<file path="config.mk">
export PLATFORM = sky130hd
export DESIGN_NAME = ldpc_iter_ctrl
export DESIGN_NICKNAME = d
export VERILOG_FILES = /design/src/rtl/ldpc_iter_ctrl.sv
export SDC_FILE = /design/constraint.sdc
export NUM_CORES = 1
export LEC_CHECK = 0
export ABC_CLOCK_PERIOD_IN_PS = 3530
export CORE_AREA = 8 8 87 89
export CTS_BUF_LIST = sky130_fd_sc_hd__clkbuf_8
export CTS_CLUSTER_DIAMETER = 150
export DETAILED_ROUTE_END_ITERATION = 10
export DIE_AREA = 0 0 95 97
export GPL_ROUTABILITY_DRIVEN = 1
export PLACE_DENSITY = 0.72
export SKIP_CTS_REPAIR_TIMING = 1
export SLEW_MARGIN = 20
export SYNTH_ARGS = -nofsm -noshare
export SYNTH_HDL_FRONTEND = slang
export SYNTH_SLANG_ARGS = --single-unit
</file>
<file path="constraint.sdc">
create_clock -name clk -period 3.53 [get_ports clk]
set_input_delay 0.353 -clock clk [delete_from_list [all_inputs] [get_ports clk]]
set_output_delay 0.353 -clock clk [all_outputs]
set_load 0.01 [all_outputs]
</file>
<file path="src/rtl/ldpc_iter_ctrl.sv">
// LDPC decoder iteration controller: loads one codeword of LLRs, then drives the
// init / row / estimate / column engines until the syndrome clears or the limit hits.
module ldpc_iter_ctrl #(
    parameter int N          = 16,
    parameter int M          = 8,
    parameter int WIDTH      = 8,
    parameter int LOOP_MAX   = 20,
    parameter int ITW        = 7,
    parameter int EARLY_TERM = 1
) (
    input  logic                 clk,
    input  logic                 xrst,
    input  logic                 i_val,
    input  logic [WIDTH-1:0]     i_data,
    output logic                 o_rdy,
    input  logic [ITW-1:0]       i_loop_max,
    output logic                 o_lam_wen,
    output logic [$clog2(N)-1:0] o_lam_waddr,
    output logic [WIDTH-1:0]     o_lam_wdata,
    output logic                 o_init_start,
    input  logic                 i_init_done,
    output logic                 o_row_start,
    input  logic                 i_row_done,
    output logic                 o_est_start,
    input  logic                 i_hd_val,
    input  logic                 i_hd_bit,
    input  logic                 i_chk_val,
    input  logic                 i_chk_fail,
    output logic                 o_col_start,
    input  logic                 i_col_done,
    output logic                 o_val,
    input  logic                 i_rdy,
    output logic [N-1:0]         o_data,
    output logic [ITW-1:0]       o_loop,
    output logic                 o_fail,
    output logic                 o_busy
);
    localparam int AW  = $clog2(N);
    localparam int HCW = $clog2(N + 1);
    localparam int CCW = $clog2(M + 1);

    typedef enum logic [2:0] {
        LOAD = 3'd0,
        INIT = 3'd1,
        ROW  = 3'd2,
        EST  = 3'd3,
        COL  = 3'd4,
        DONE = 3'd5
    } state_t;

    state_t         state_q;
    logic [AW-1:0]  ld_cnt_q;
    logic [ITW-1:0] limit_q;
    logic [ITW-1:0] loop_q;
    logic [HCW-1:0] hd_cnt_q;
    logic [CCW-1:0] chk_cnt_q;
    logic           acc_q;
    logic           fail_q;
    logic           val_q;
    logic [N-1:0]   data_q;
    logic           init_start_q;
    logic           row_start_q;
    logic           est_start_q;
    logic           col_start_q;

    logic           load_beat_s;
    logic           hd_take_s;
    logic           chk_take_s;
    logic           est_full_s;
    logic [ITW-1:0] eff_limit_s;

    assign load_beat_s = (state_q == LOAD) && i_val;
    assign hd_take_s   = (state_q == EST) && i_hd_val && (hd_cnt_q < HCW'(N));
    assign chk_take_s  = (state_q == EST) && i_chk_val && (chk_cnt_q < CCW'(M));
    assign est_full_s  = (hd_cnt_q == HCW'(N)) && (chk_cnt_q == CCW'(M));
    // Out-of-range runtime limits (including 0) fall back to the hard ceiling.
    assign eff_limit_s = ((i_loop_max != {ITW{1'b0}}) && (i_loop_max <= ITW'(LOOP_MAX)))
                         ? i_loop_max : ITW'(LOOP_MAX);

    // Controller state, counters, result registers and one-cycle start pulses.
    always_ff @(posedge clk) begin
        if (xrst) begin
            state_q      <= LOAD;
            ld_cnt_q     <= {AW{1'b0}};
            limit_q      <= {ITW{1'b0}};
            loop_q       <= {ITW{1'b0}};
            hd_cnt_q     <= {HCW{1'b0}};
            chk_cnt_q    <= {CCW{1'b0}};
            acc_q        <= 1'b0;
            fail_q       <= 1'b0;
            val_q        <= 1'b0;
            data_q       <= {N{1'b0}};
            init_start_q <= 1'b0;
            row_start_q  <= 1'b0;
            est_start_q  <= 1'b0;
            col_start_q  <= 1'b0;
        end else begin
            init_start_q <= 1'b0;
            row_start_q  <= 1'b0;
            est_start_q  <= 1'b0;
            col_start_q  <= 1'b0;
            if (hd_take_s) begin
                data_q[hd_cnt_q[AW-1:0]] <= i_hd_bit;
                hd_cnt_q                 <= hd_cnt_q + 1'b1;
            end
            if (chk_take_s) begin
                acc_q     <= acc_q | i_chk_fail;
                chk_cnt_q <= chk_cnt_q + 1'b1;
            end
            case (state_q)
                LOAD: begin
                    if (load_beat_s) begin
                        if (ld_cnt_q == {AW{1'b0}}) begin
                            limit_q <= eff_limit_s;
                        end
                        if (ld_cnt_q == AW'(N - 1)) begin
                            ld_cnt_q     <= {AW{1'b0}};
                            state_q      <= INIT;
                            init_start_q <= 1'b1;
                        end else begin
                            ld_cnt_q <= ld_cnt_q + 1'b1;
                        end
                    end
                end
                INIT: begin
                    if (i_init_done) begin
                        state_q     <= ROW;
                        row_start_q <= 1'b1;
                    end
                end
                ROW: begin
                    if (i_row_done) begin
                        loop_q      <= loop_q + 1'b1;
                        state_q     <= EST;
                        est_start_q <= 1'b1;
                        hd_cnt_q    <= {HCW{1'b0}};
                        chk_cnt_q   <= {CCW{1'b0}};
                        acc_q       <= 1'b0;
                    end
                end
                EST: begin
                    // Decide one cycle after both beat streams are complete.
                    if (est_full_s) begin
                        if ((EARLY_TERM != 0) && !acc_q) begin
                            state_q <= DONE;
                            val_q   <= 1'b1;
                            fail_q  <= 1'b0;
                        end else if (loop_q == limit_q) begin
                            state_q <= DONE;
                            val_q   <= 1'b1;
                            fail_q  <= acc_q;
                        end else begin
                            state_q     <= COL;
                            col_start_q <= 1'b1;
                        end
                    end
                end
                COL: begin
                    if (i_col_done) begin
                        state_q     <= ROW;
                        row_start_q <= 1'b1;
                    end
                end
                DONE: begin
                    if (i_rdy) begin
                        state_q <= LOAD;
                        val_q   <= 1'b0;
                        loop_q  <= {ITW{1'b0}};
                        fail_q  <= 1'b0;
                    end
                end
                default: begin
                    state_q <= LOAD;
                end
            endcase
        end
    end

    assign o_rdy        = (state_q == LOAD);
    assign o_busy       = !((state_q == LOAD) && (ld_cnt_q == {AW{1'b0}}));
    assign o_lam_wen    = load_beat_s;
    assign o_lam_waddr  = ld_cnt_q;
    assign o_lam_wdata  = i_data;
    assign o_init_start = init_start_q;
    assign o_row_start  = row_start_q;
    assign o_est_start  = est_start_q;
    assign o_col_start  = col_start_q;
    assign o_val        = val_q;
    assign o_data       = data_q;
    assign o_loop       = loop_q;
    assign o_fail       = fail_q;

endmodule
</file>
==> results.toml <==
[status]
status = "complete, no violations"

[synth]
synthDistinctLibCells = 52
synth.avg_cell_area_um2 = 9.04
synthCells = 293
synth_edf_count = 0
ys_seq_area_share_pct = 40.1
async_flop_share_pct = 0
yosys_warnings = 0
ys.flop_type = "dfxtp_1"
synth_fp_nets = 328
synthesis.area_mm2 = 0.00265
ys_ff_latch = 53

[global_route]
grt_usage_pct = 12.6
grt_pass1_vias = 1964
grt_max_degree = 24
grt_pass1_wl_um = 9630
overflow = 0
antenna_found_initial = 0

[setup_path]
path_max_fanout = 13
start_kind = "flip-flop"
reg2regPathDepth = 4
criticalPathCategory = "flip-flop to primary output"
cp.required_ps = 3180
crit_path_end_kind = "primary output"
critical_path_arrival_ps = 2110

[sta]
fin_crit_ps = 2470
timing.fmax_mhz = 406
skew_ps = 7.03
grt_setup_unrepaired = "no"
hold_viol_final = 0
whs_ps = 467
finalCritPeriodShare_pct = 69.8
relSlewSlack_pct = 51.3
slew_violations = 0
worst_slew_pin_slew_ps = 730
tns_ps = 0
setup_violations = 0

[pwr]
vdd_drop_max_mv = 0.240
p_leak_nw = 1.30
pwr_density_cell_mw_per_mm2 = 427

[clock_tree]
cts_root_buffer = "clkbuf_8"
htree_levels = 2
cts.clk_slew.worst_paths_ps = 90
cts_buffers = 5
cts_sinks = 53
cts_tree = "built"
clk_path_buf_depth = 2
clkLatencyLatePin_ps = 300

[hold_path]
hold_depth = 2
hold_path_class = "flip-flop to flip-flop"

[routing]
totalWireLength_um = 5870
drt_iter0_drc = 94
via_count = 2120
avgRoutedWirePerCell_um = 14.4
drc = 0
firstDrtPassIters = 4
viasPerCell = 5.21
ant_nets = 0

[floorplanning]
die_area_mm2 = 0.00922
die_w_um = 95
ioPinCount = 70
die_h_um = 97
row_count = 29
start_util_pct = 42.7
core_mm2 = 0.00620

[placement]
gp_congestion = 0.761
port_buffers = 53
dp_hpwl_um = 4310

[finish]
nets = 364
fillers = 582
n_antenna_cell = 0
drive_gt1_share_pct = 5.45
syn2layout_area_growth_pct = 23.3

[flow_run]
cap_violations = 0
cells in the final DEF, fill, tap and decap left out, types with 3 or more instances in the layout:
cell type,n
ha_1,9
nand4_1,24
clkdlybuf4s50_1,53
and3_1,4
nor3_1,4
nor2b_1,3
o21ai_0,5
clkbuf_8,6
inv_1,12
xor2_1,8
nand2_1,11
mux2i_1,17
and4_1,3
and4b_1,3
a21oi_1,12
dfxtp_1,53
xnor2_1,11
buf_4,3
nor2_1,38
a211oi_1,3
nand3_1,8
o211ai_1,3
and2_1,3
metal layers:
metal,GRT usage [%],part of all wire [%],up-vias
met5,0,0,-
met4,3.37,0.94,0
met3,4.95,7.0,5
met2,19.1,45,46
met1,16.1,47,962
li1,-,-,1107
area by class of cell:
cell class / count / area [um^2] / share of cell area [%]
sequential: 53 / 1060 / 32.5
clock buffer: 6 / 82.6 / 2.53
timing repair buffer: 56 / 553 / 16.9
inverter: 11 / 41.3 / 1.26
tap: 77 / 96.3 / 2.95
multi-input combinational: 202 / 1400 / 42.8
clock inverter: 2 / 33.8 / 1.03
worst max-delay path, stage by stage (launching register included):
cell and delay [ps]:
dfxtp_1 450, nor3_2 570, nand2_1 180, inv_1 80
clkdlybuf4s50_1 530
sequential cells by signal (all words and copies together) (netlist names):
signal        flops
o_loop            7
o_fail            1
o_data           16
o_col_start       1
limit_q           7
acc_q             1
state_q           3
o_est_start       1
hd_cnt_q          5
chk_cnt_q         4
o_lam_waddr       4
o_init_start      1
o_row_start       1
o_val             1
Yosys cell counts (8+ instances only):
cell      count  share of area, %
inv_1        11               1.6
xnor2_1      11               3.6
nand2_1      11               1.6
dfxtp_1      53                40
nand3_1       8               1.5
xor2_1        8               2.6
clkbuf_1      9               1.3
nand4_1      24               5.7
mux2i_1      17               6.4
ha_1          9               4.3
a21oi_1      12               2.3
buf_4        11               3.1
nor2_1       38               5.4
power by group:
part	internal [W]	total [W]	switching, W
clock network	0.000229	0.000420	0.000191
logic	0.000147	0.000300	0.000154
registers	0.000626	0.000675	0.0000488
per-stage QoR:
| stage | instances | worst slack (ps) | instance area (um^2) | util (%) | total power, W |
|---|---|---|---|---|---|
| after floorplan | 293 | 1890 | 2650 | - | 0.000888 |
| after global placement | 399 | 1450 | 3150 | 50.7 | 0.000986 |
| after detailed placement | 399 | 1360 | 3150 | 50.7 | 0.000990 |
| after CTS | 407 | 1080 | 3260 | 52.6 | 0.00141 |
| after global routing | 407 | 919 | 3260 | 52.6 | 0.00147 |
| final | 407 | 1060 | 3260 | 52.6 | 0.00139 |
cells by family (layout without fill, tap and decap cells):
logic type / after synthesis / after routing / synth area share (%)
XOR/XNOR: 19 / 19 / 6.29
multiplexers: 17 / 17 / 6.43
AND/OR/NAND/NOR: 119 / 119 / 25.8
AO/OA/AOI/OAI: 38 / 38 / 10.0
buffers and inverters: 38 / 75 / 7.18
flip-flops: 53 / 53 / 40.1
adder cells (fa/ha/maj): 9 / 9 / 4.25
final timing paths:
path,startpoint,to,slack (ps)
worst max-delay path,state_q[1]$_SDFFE_PP0P_,o_lam_wen,1060
worst min-delay path,limit_q[0]$_SDFFE_PP0P_,limit_q[0]$_SDFFE_PP0P_,470
worst max register to register,state_q[0]$_SDFFE_PP0P_,o_fail$_SDFFE_PP0P_,1340
worst min register to register,limit_q[0]$_SDFFE_PP0P_,limit_q[0]$_SDFFE_PP0P_,470
Note: power is estimated with default switching activity, not from simulation.
